`src/rtl/shift_arbiter.sv`:
```
// shift_arbiter
//   Shares one 32-bit barrel shifter (lsl / lsr / asr) between NUM_REQ
//   requesters. A round-robin arbiter grants at most one request per cycle;
//   the shifted result is registered into a one-entry response buffer,
//   tagged with the index of the requester that produced it.
//
// Parameters
//   NUM_REQ : number of requester ports (2..8)
//   ID_W    : width of the response tag, at least clog2(NUM_REQ)
//
// Ports
//   clk, rst   : clock, synchronous active-high reset
//   req_valid  : per-requester request valid
//   req_ready  : per-requester accept (one-hot or zero)
//   req_in     : packed 32-bit operands, requester i at [32i+31:32i]
//   req_amt    : packed 5-bit shift amounts, requester i at [5i+4:5i]
//   req_op     : packed 2-bit opcodes (00 lsl, 01 lsr, 10 asr, 11 illegal)
//   rsp_valid  : response buffer holds a result
//   rsp_ready  : consumer accepts the response
//   rsp_data   : shifted result
//   rsp_id     : index of the requester that produced the result
//   rsp_err    : the request carried the illegal opcode
module shift_arbiter #(
  parameter int NUM_REQ = 4,
  parameter int ID_W    = 2
) (
  input  logic                   clk,
  input  logic                   rst,
  input  logic [NUM_REQ-1:0]     req_valid,
  output logic [NUM_REQ-1:0]     req_ready,
  input  logic [NUM_REQ*32-1:0]  req_in,
  input  logic [NUM_REQ*5-1:0]   req_amt,
  input  logic [NUM_REQ*2-1:0]   req_op,
  output logic                   rsp_valid,
  input  logic                   rsp_ready,
  output logic [31:0]            rsp_data,
  output logic [ID_W-1:0]        rsp_id,
  output logic                   rsp_err
);

  localparam int DATA_W = 32;
  localparam int AMT_W  = 5;

  function automatic logic [DATA_W-1:0] shift_op(
    input logic [DATA_W-1:0] din,
    input logic [AMT_W-1:0]  amt,
    input logic [1:0]        op
  );
    logic signed [DATA_W-1:0] sdin;
    sdin = din;
    case (op)
      2'b00:   shift_op = din << amt;
      2'b01:   shift_op = din >> amt;
      2'b10:   shift_op = $unsigned(sdin >>> amt);
      default: shift_op = din;
    endcase
  endfunction

  logic              rsp_valid_q, rsp_valid_d;
  logic [DATA_W-1:0] rsp_data_q,  rsp_data_d;
  logic [ID_W-1:0]   rsp_id_q,    rsp_id_d;
  logic              rsp_err_q,   rsp_err_d;
  logic [ID_W-1:0]   ptr_q,       ptr_d;

  logic              can_accept;
  logic              gnt_found;
  logic              gnt;
  logic [ID_W-1:0]   gnt_idx;
  logic [DATA_W-1:0] sel_in;
  logic [AMT_W-1:0]  sel_amt;
  logic [1:0]        sel_op;

  // ---- arbitration: first valid requester at or after ptr, modulo NUM_REQ
  always_comb begin
    int idx;
    idx       = 0;
    gnt_found = 1'b0;
    gnt_idx   = '0;
    for (int k = 0; k < NUM_REQ; k++) begin
      idx = int'(ptr_q) + k;
      if (idx >= NUM_REQ) idx = idx - NUM_REQ;
      if (!gnt_found && req_valid[idx]) begin
        gnt_found = 1'b1;
        gnt_idx   = ID_W'(idx);
      end
    end
  end

  // A pop in the same cycle frees the buffer, so streaming stays bubble-free.
  // Reset suppresses any grant so nothing is accepted and then discarded.
  assign can_accept = !rsp_valid_q || rsp_ready;
  assign gnt        = gnt_found && can_accept && !rst;
  assign req_ready  = gnt ? (NUM_REQ'(1) << gnt_idx) : '0;

  assign sel_in  = req_in[int'(gnt_idx)*DATA_W +: DATA_W];
  assign sel_amt = req_amt[int'(gnt_idx)*AMT_W +: AMT_W];
  assign sel_op  = req_op[int'(gnt_idx)*2 +: 2];

  // ---- shift and response-buffer update
  always_comb begin
    rsp_valid_d = rsp_valid_q;
    rsp_data_d  = rsp_data_q;
    rsp_id_d    = rsp_id_q;
    rsp_err_d   = rsp_err_q;
    ptr_d       = ptr_q;
    if (gnt) begin
      rsp_valid_d = 1'b1;
      rsp_data_d  = shift_op(sel_in, sel_amt, sel_op);
      rsp_id_d    = gnt_idx;
      rsp_err_d   = (sel_op == 2'b11);
      ptr_d       = (gnt_idx == ID_W'(NUM_REQ - 1)) ? '0 : gnt_idx + 1'b1;
    end else if (rsp_valid_q && rsp_ready) begin
      rsp_valid_d = 1'b0;
    end
  end

  // ---- registered response stage
  always_ff @(posedge clk) begin
    if (rst) begin
      rsp_valid_q <= 1'b0;
      rsp_data_q  <= '0;
      rsp_id_q    <= '0;
      rsp_err_q   <= 1'b0;
      ptr_q       <= '0;
    end else begin
      rsp_valid_q <= rsp_valid_d;
      rsp_data_q  <= rsp_data_d;
      rsp_id_q    <= rsp_id_d;
      rsp_err_q   <= rsp_err_d;
      ptr_q       <= ptr_d;
    end
  end

  assign rsp_valid = rsp_valid_q;
  assign rsp_data  = rsp_data_q;
  assign rsp_id    = rsp_id_q;
  assign rsp_err   = rsp_err_q;

endmodule

```
`config.mk`:
```
export PLATFORM = sky130hd
export DESIGN_NAME = shift_arbiter
export DESIGN_NICKNAME = d
export VERILOG_FILES = /design/src/rtl/shift_arbiter.sv
export SDC_FILE = /design/constraint.sdc
export NUM_CORES = 1
export LEC_CHECK = 0
export BUFFER_PORTS_ARGS = -buffer_cell sky130_fd_sc_hd__buf_2
export CAP_MARGIN = 30
export CELL_PAD_IN_SITES_DETAIL_PLACEMENT = 1
export CELL_PAD_IN_SITES_GLOBAL_PLACEMENT = 1
export CORE_UTILIZATION = 42
export DETAILED_ROUTE_END_ITERATION = 16
export HOLD_SLACK_MARGIN = 0.05
export PLACE_DENSITY = 0.93
export RECOVER_POWER = 50
export SETUP_SLACK_MARGIN = 0.3
export SLEW_MARGIN = 10
export SYNTH_ARGS = -nofsm -noshare
export SYNTH_HDL_FRONTEND = slang
export SYNTH_SLANG_ARGS = --single-unit
export TNS_END_PERCENT = 10
```
`constraint.sdc`:
```
create_clock -name clk -period 5.8 [get_ports clk]
set_input_delay 1.16 -clock clk [delete_from_list [all_inputs] [get_ports clk]]
set_output_delay 1.16 -clock clk [all_outputs]
set_load 0.02 [all_outputs]
```
Word level (Yosys, flattened, before mapping). Index checks and enable logic that the tools add are counted.

Memory bits (read-only): 0. Input port bits: 163. Register bits after elaboration: 38. Memory bits (writable): 0. Output and inout bits: 40. Memories: 0. Latch bits: 0. Word-level logic and storage cells: 76.

Bitwise logic cells: 0. Multiplexer cells: 29. Equal/unequal tests: 4. Shift-type cells: 7. Magnitude comparators: 8. Reduce and logical (&&, ||, !) cells: 14. Add/subtract/negate cells: 8. $mul: 1. Divide/modulo/power cells: 0.

Operator list (count): less-than comparator 32 x 4 -> 1 bit (second input constant) (4); 2-to-1 mux 32 bit (4); variable part select 128 x 8 -> 32 bit (1); one-hot mux 32 bit (3 select lines) (1); left shift 32 x 5 -> 32 bit (1); >> shifter 32 x 5 -> 32 bit (1); >>> shifter 32 x 5 -> 32 bit (1); variable part select 20 x 6 -> 5 bit (1); 2-to-1 mux 1 bit (14); subtractor 3 x 3 -> 4 bit (second input constant) (3); 2-to-1 mux 2 bit (5); greater-or-equal comparator 3 bit (second input constant) (3); binary-select mux 1 bit (select 2 bit) (4); variable part select 8 x 4 -> 2 bit (1); adder 2 x 2 -> 3 bit (second input constant) (2); == test 2 bit (second input constant) (3); logical AND 1 bit (6); logical NOT 1 bit (5); multiplier 2 x 3 -> 5 bit (second input constant) (1); 2-to-1 mux 4 bit (1); left shift 1 x 2 -> 4 bit (first input constant) (1); subtractor 2 x 3 -> 4 bit (second input constant) (1); adder 2 x 1 -> 3 bit (second input constant) (1); greater-or-equal comparator 2 x 3 -> 1 bit (second input constant) (1); other kinds (5) (5).

Longest topological paths before layout.
Depth in word-level cells: 19. Depth in mapped cells: 16.

Worst setup path after synthesis. OpenSTA, ideal clock, no wires.

Kind: input-to-output. Start: input port req_valid[2]. End: output port req_ready[1]. Arrival time: 2672 ps. Cell stages on the path: 8. Path slack: 1968 ps. Path through: nor2b_1 nor2b_1 nor3_4 buf_2 buf_2 buf_2 ha_1 and2_1.

RTL lines: start: declaration (line 29) `input logic [NUM_REQ-1:0] req_valid,`; binary-select mux 1 bit (select 2 bit) (line 82) `if (!gnt_found && req_valid[idx]) begin`; 2-to-1 mux 1 bit (not written as such) (2 in a row) (line 82); 2-to-1 mux 1 bit (line 82); logical NOT 1 bit (line 82); logical AND 1 bit (line 82); 2-to-1 mux 1 bit (line 82); logical NOT 1 bit (line 82); logical AND 1 bit (line 82); 2-to-1 mux 1 bit (line 82); logical NOT 1 bit (line 82); logical AND 1 bit (line 82); 2-to-1 mux 2 bit * (line 82); net gnt_idx[0] (line 68) `logic [ID_W-1:0] gnt_idx;`; left shift 1 x 2 -> 4 bit * (line 93) `assign req_ready = gnt ? (NUM_REQ'(1) << gnt_idx) : '0;`; 2-to-1 mux 4 bit * (line 93); end: declaration (line 30) `output logic [NUM_REQ-1:0] req_ready,`.

The timed path passes the listed nets; every way through them passes the cells marked *. The select of a mux whose other input is x is not followed.

Worst setup path after layout.
Start: input port req_valid[2]. End: register rsp_data_q[18] (netlist: rsp_data[18]).

Longest elaborated chain between the ends: 17.

RTL lines: binary-select mux 1 bit (select 2 bit) (line 82); 2-to-1 mux 1 bit (not written as such) (2 in a row) (line 82); 2-to-1 mux 1 bit (line 82); logical NOT 1 bit (line 82); logical AND 1 bit (line 82); 2-to-1 mux 1 bit (line 82); logical NOT 1 bit (line 82); logical AND 1 bit (line 82); 2-to-1 mux 1 bit (line 82); logical NOT 1 bit (line 82); logical AND 1 bit (line 82); 2-to-1 mux 2 bit (line 82); multiplier 2 x 3 -> 5 bit (line 96) `assign sel_amt = req_amt[int'(gnt_idx)*AMT_W +: AMT_W];`; variable part select 20 x 6 -> 5 bit (line 96); >>> shifter 32 x 5 -> 32 bit (tied with other cells) (line 54) `2'b10: shift_op = $unsigned(sdin >>> amt);`; one-hot mux 32 bit (3 select lines) (line 51) `case (op)`; end signal: assignment (line 127) `rsp_data_q <= rsp_data_d;`; end: declaration (line 60) `logic [DATA_W-1:0] rsp_data_q, rsp_data_d;`.

Several ways; a longest one is shown, not always the timed one. The select of a mux whose other input is x is not followed. A chain may end at the register's enable or synchronous reset.

==> impl_metrics.csv <==
group,metric,value,unit
drt,drtAntennaViolNets,0,
worst_setup_path,required,5970,ps
clocking,clock_path_buffers,2,
hold_path,hold_class,"reg2reg",
drt,vias,9974,
logic_synthesis,synth_area,7310,um^2
die,coreArea,16800,um^2
sta,setup_ws,806,ps
finish,antenna_cells,0,
finish,fillCellCount,2254,
clocking,path_clk_slew,80,ps
finish,most-common-layout-cells,"165 x buf_2, 126 x mux2i_1, 116 x nand2_1",
pwr,clkPwrFrac,10.2,%
pwr,max-vdd-ir-drop,0.244,mV
pwr,finalPower,3.92,mW
run_status,violations,"max-capacitance violations, max-slew violations",
die,chipWidth,134,um
worst_setup_path,endpoint_kind,"flop",
drt,routed_wl,42.5,mm
clocking,cts_root_buffer,"clkbuf_16",
place,gp_congestion,1.11,
logic_synthesis,async_flop_share,0,%
drt,wire_per_inst,30.9,um
drt,drt_iter0_markers,1348,
pwr,p_sw_share,58.6,%
die,dieArea,17900,um^2
worst_setup_path,start_kind,"input pin",
logic_synthesis,yosys_warnings,0,
logic_synthesis,ys_seq_area_share,10.4,%
finish,layout-drive-gt1-share,26.5,%
drt,vias_per_cell,7.25,
die,num_rows,47,
pwr,switchingPower,2.30,mW
die,initial_core_util,43.6,%
logic_synthesis,synth_cell_type_count,85,
logic_synthesis,synth_edf_count,0,
die,io_pins,203,
job,drv_cap,1,
sta,skew,10.8,ps
worst_setup_path,critPathMaxFanout,29,
clocking,cts_tree,"done",
sta,min_period,4990,ps
drt,drc,0,
finish,syn_to_final_growth,17.8,%
worst_setup_path,cp.arrival,5170,ps
global_route,grt_pass1_vias,9764,
logic_synthesis,synth_seq_cells,38,
pwr,pwr-share-seq,9.6,%
drt,dr.pass1.iters,5,
global_route,grt_use_total,46.8,%
die,fp.dieH,134,um
sta,finalCritPeriodShare,86.1,%
sta,maxSlewHeadroom,-5.50,%
clocking,cts.sinks,38,
clocking,cts_resized,0,
finish,nets,1322,
clocking,cts_buffers,5,
global_route,grt_antenna_before_repair,1,
place,dp_slack,745,ps
logic_synthesis,synth.avg_cell_area,7.31,um^2
finish,mostFrequentLayoutCell,"buf_2",
sta,setup_tns,0,ps
place,hpwl,32.5,mm
place,numPortBuffers,202,
logic_synthesis,netlist_instances,999,
clocking,cts_hold_buffers,0,
clocking,htree_levels,2,
sta,setup_viol,0,
pwr,power_density,456,nW/um^2
run_status,status,"complete, but fails checks",
global_route,grt_pass1_wl,62.7,mm
sta,hold_viol,0,
global_route,grt_max_degree,66,
global_route,grt_overflow,0,
sta,max_freq,200,MHz
sta,report.final.slew_viol_count,30,
logic_synthesis,syn-num-nets,1166,
pwr,leakagePower,3.76,nW
sta,rsz0062_at_grt,"no",
pwr,combPwrFrac,80.2,%
worst_setup_path,critPathKind,"in2reg",
logic_synthesis,synthFlopType,"dfxtp_1",
sta,tightest_slew,1580,ps
clocking,post-cts-setup-buffers,0,
pwr,internal_power,1.63,mW
clocking,clk_latency,300,ps
-- synth_stat cells, drive strengths merged (28+ instances only) --
| master | instances | area (um^2) |
|---|---|---|
| nand2 | 120 | 463 |
| dfxtp | 38 | 761 |
| buf | 63 | 429 |
| and3 | 46 | 288 |
| clkbuf | 37 | 140 |
| a31o | 32 | 280 |
| a21oi | 62 | 310 |
| o21ai | 47 | 235 |
| nor3 | 28 | 151 |
| nor2 | 110 | 423 |
| mux2i | 128 | 1300 |
| a211oi | 50 | 385 |
-- cell type report --
type	count	area [um^2]	share of cell area, %
multi-input cells	857	5970	69.4
clock inverters	2	60.1	0.698
clock buffers	6	139	1.61
repair buffers	249	1390	16.1
well taps	220	275	3.20
flip-flops and latches	38	761	8.84
inverters	4	15.0	0.174
-- through the flow --
stage          cell area [um^2]  std cells  util, %  hold WS [ps]
5_1_grt                    8610       1376     51.3           490
3_5_place_dp               8460       1368     50.5           448
6_report                   8610       1376     51.3           454
4_1_cts                    8660       1376     51.7           455
3_3_place_gp               8460       1368     50.5           429
2_1_floorplan              7310        999        -           514
-- flip-flops by register name, indices dropped and copies added (netlist names) --
register,cells
ptr_q,2
rsp_data,32
rsp_err,1
rsp_id,2
rsp_valid,1
-- power by group through the flow --
stage / Combinational, mW / Sequential [mW] / Clock [mW]
after floorplan: 1.88 / 0.449 / 0
after global placement: 2.99 / 0.378 / 0
after detailed placement: 2.99 / 0.380 / 0
after CTS: 3.00 / 0.374 / 0.393
after global routing: 3.22 / 0.384 / 0.407
final: 3.15 / 0.378 / 0.400
-- worst paths after layout --
| check | cells after the start | end | from | slack [ps] |
|---|---|---|---|---|
| max | 9 | rsp_data[18]$_SDFFE_PP0P_ | req_valid[2] | 810 |
| max reg2reg | 10 | rsp_data[5]$_SDFFE_PP0P_ | ptr_q[1]$_SDFFE_PP0P_ | 1360 |
| min reg2reg | 2 | rsp_data[30]$_SDFFE_PP0P_ | rsp_data[30]$_SDFFE_PP0P_ | 450 |
| min | 2 | rsp_data[30]$_SDFFE_PP0P_ | rsp_data[30]$_SDFFE_PP0P_ | 450 |
-- worst max-delay path, cell delays in order --
cell,delay (ps)
clkbuf_1,120
nor4_1,620
a21oi_1,300
nand2b_1,610
clkbuf_1,1210
a21oi_1,420
and3_1,330
o22ai_1,250
nand3_1,120
-- cells by family (layout without fill, tap and decap cells) --
kind of cell | Yosys count | after routing | share of synthesized area, %
simple gates | 362 | 362 | 23.0
compound gates | 335 | 335 | 33.0
buf+inv | 104 | 261 | 8.00
mux | 156 | 156 | 24.8
flops | 38 | 38 | 10.4
fa+ha+maj | 4 | 4 | 0.685
-- metal layers --
metal	share of wire, %	global-route usage, %
met5	0	0
met4	6.1	23.0
met3	12	10.7
met2	44	73.8
met1	39	59.7
Note: power is estimated with default switching activity, not from simulation.
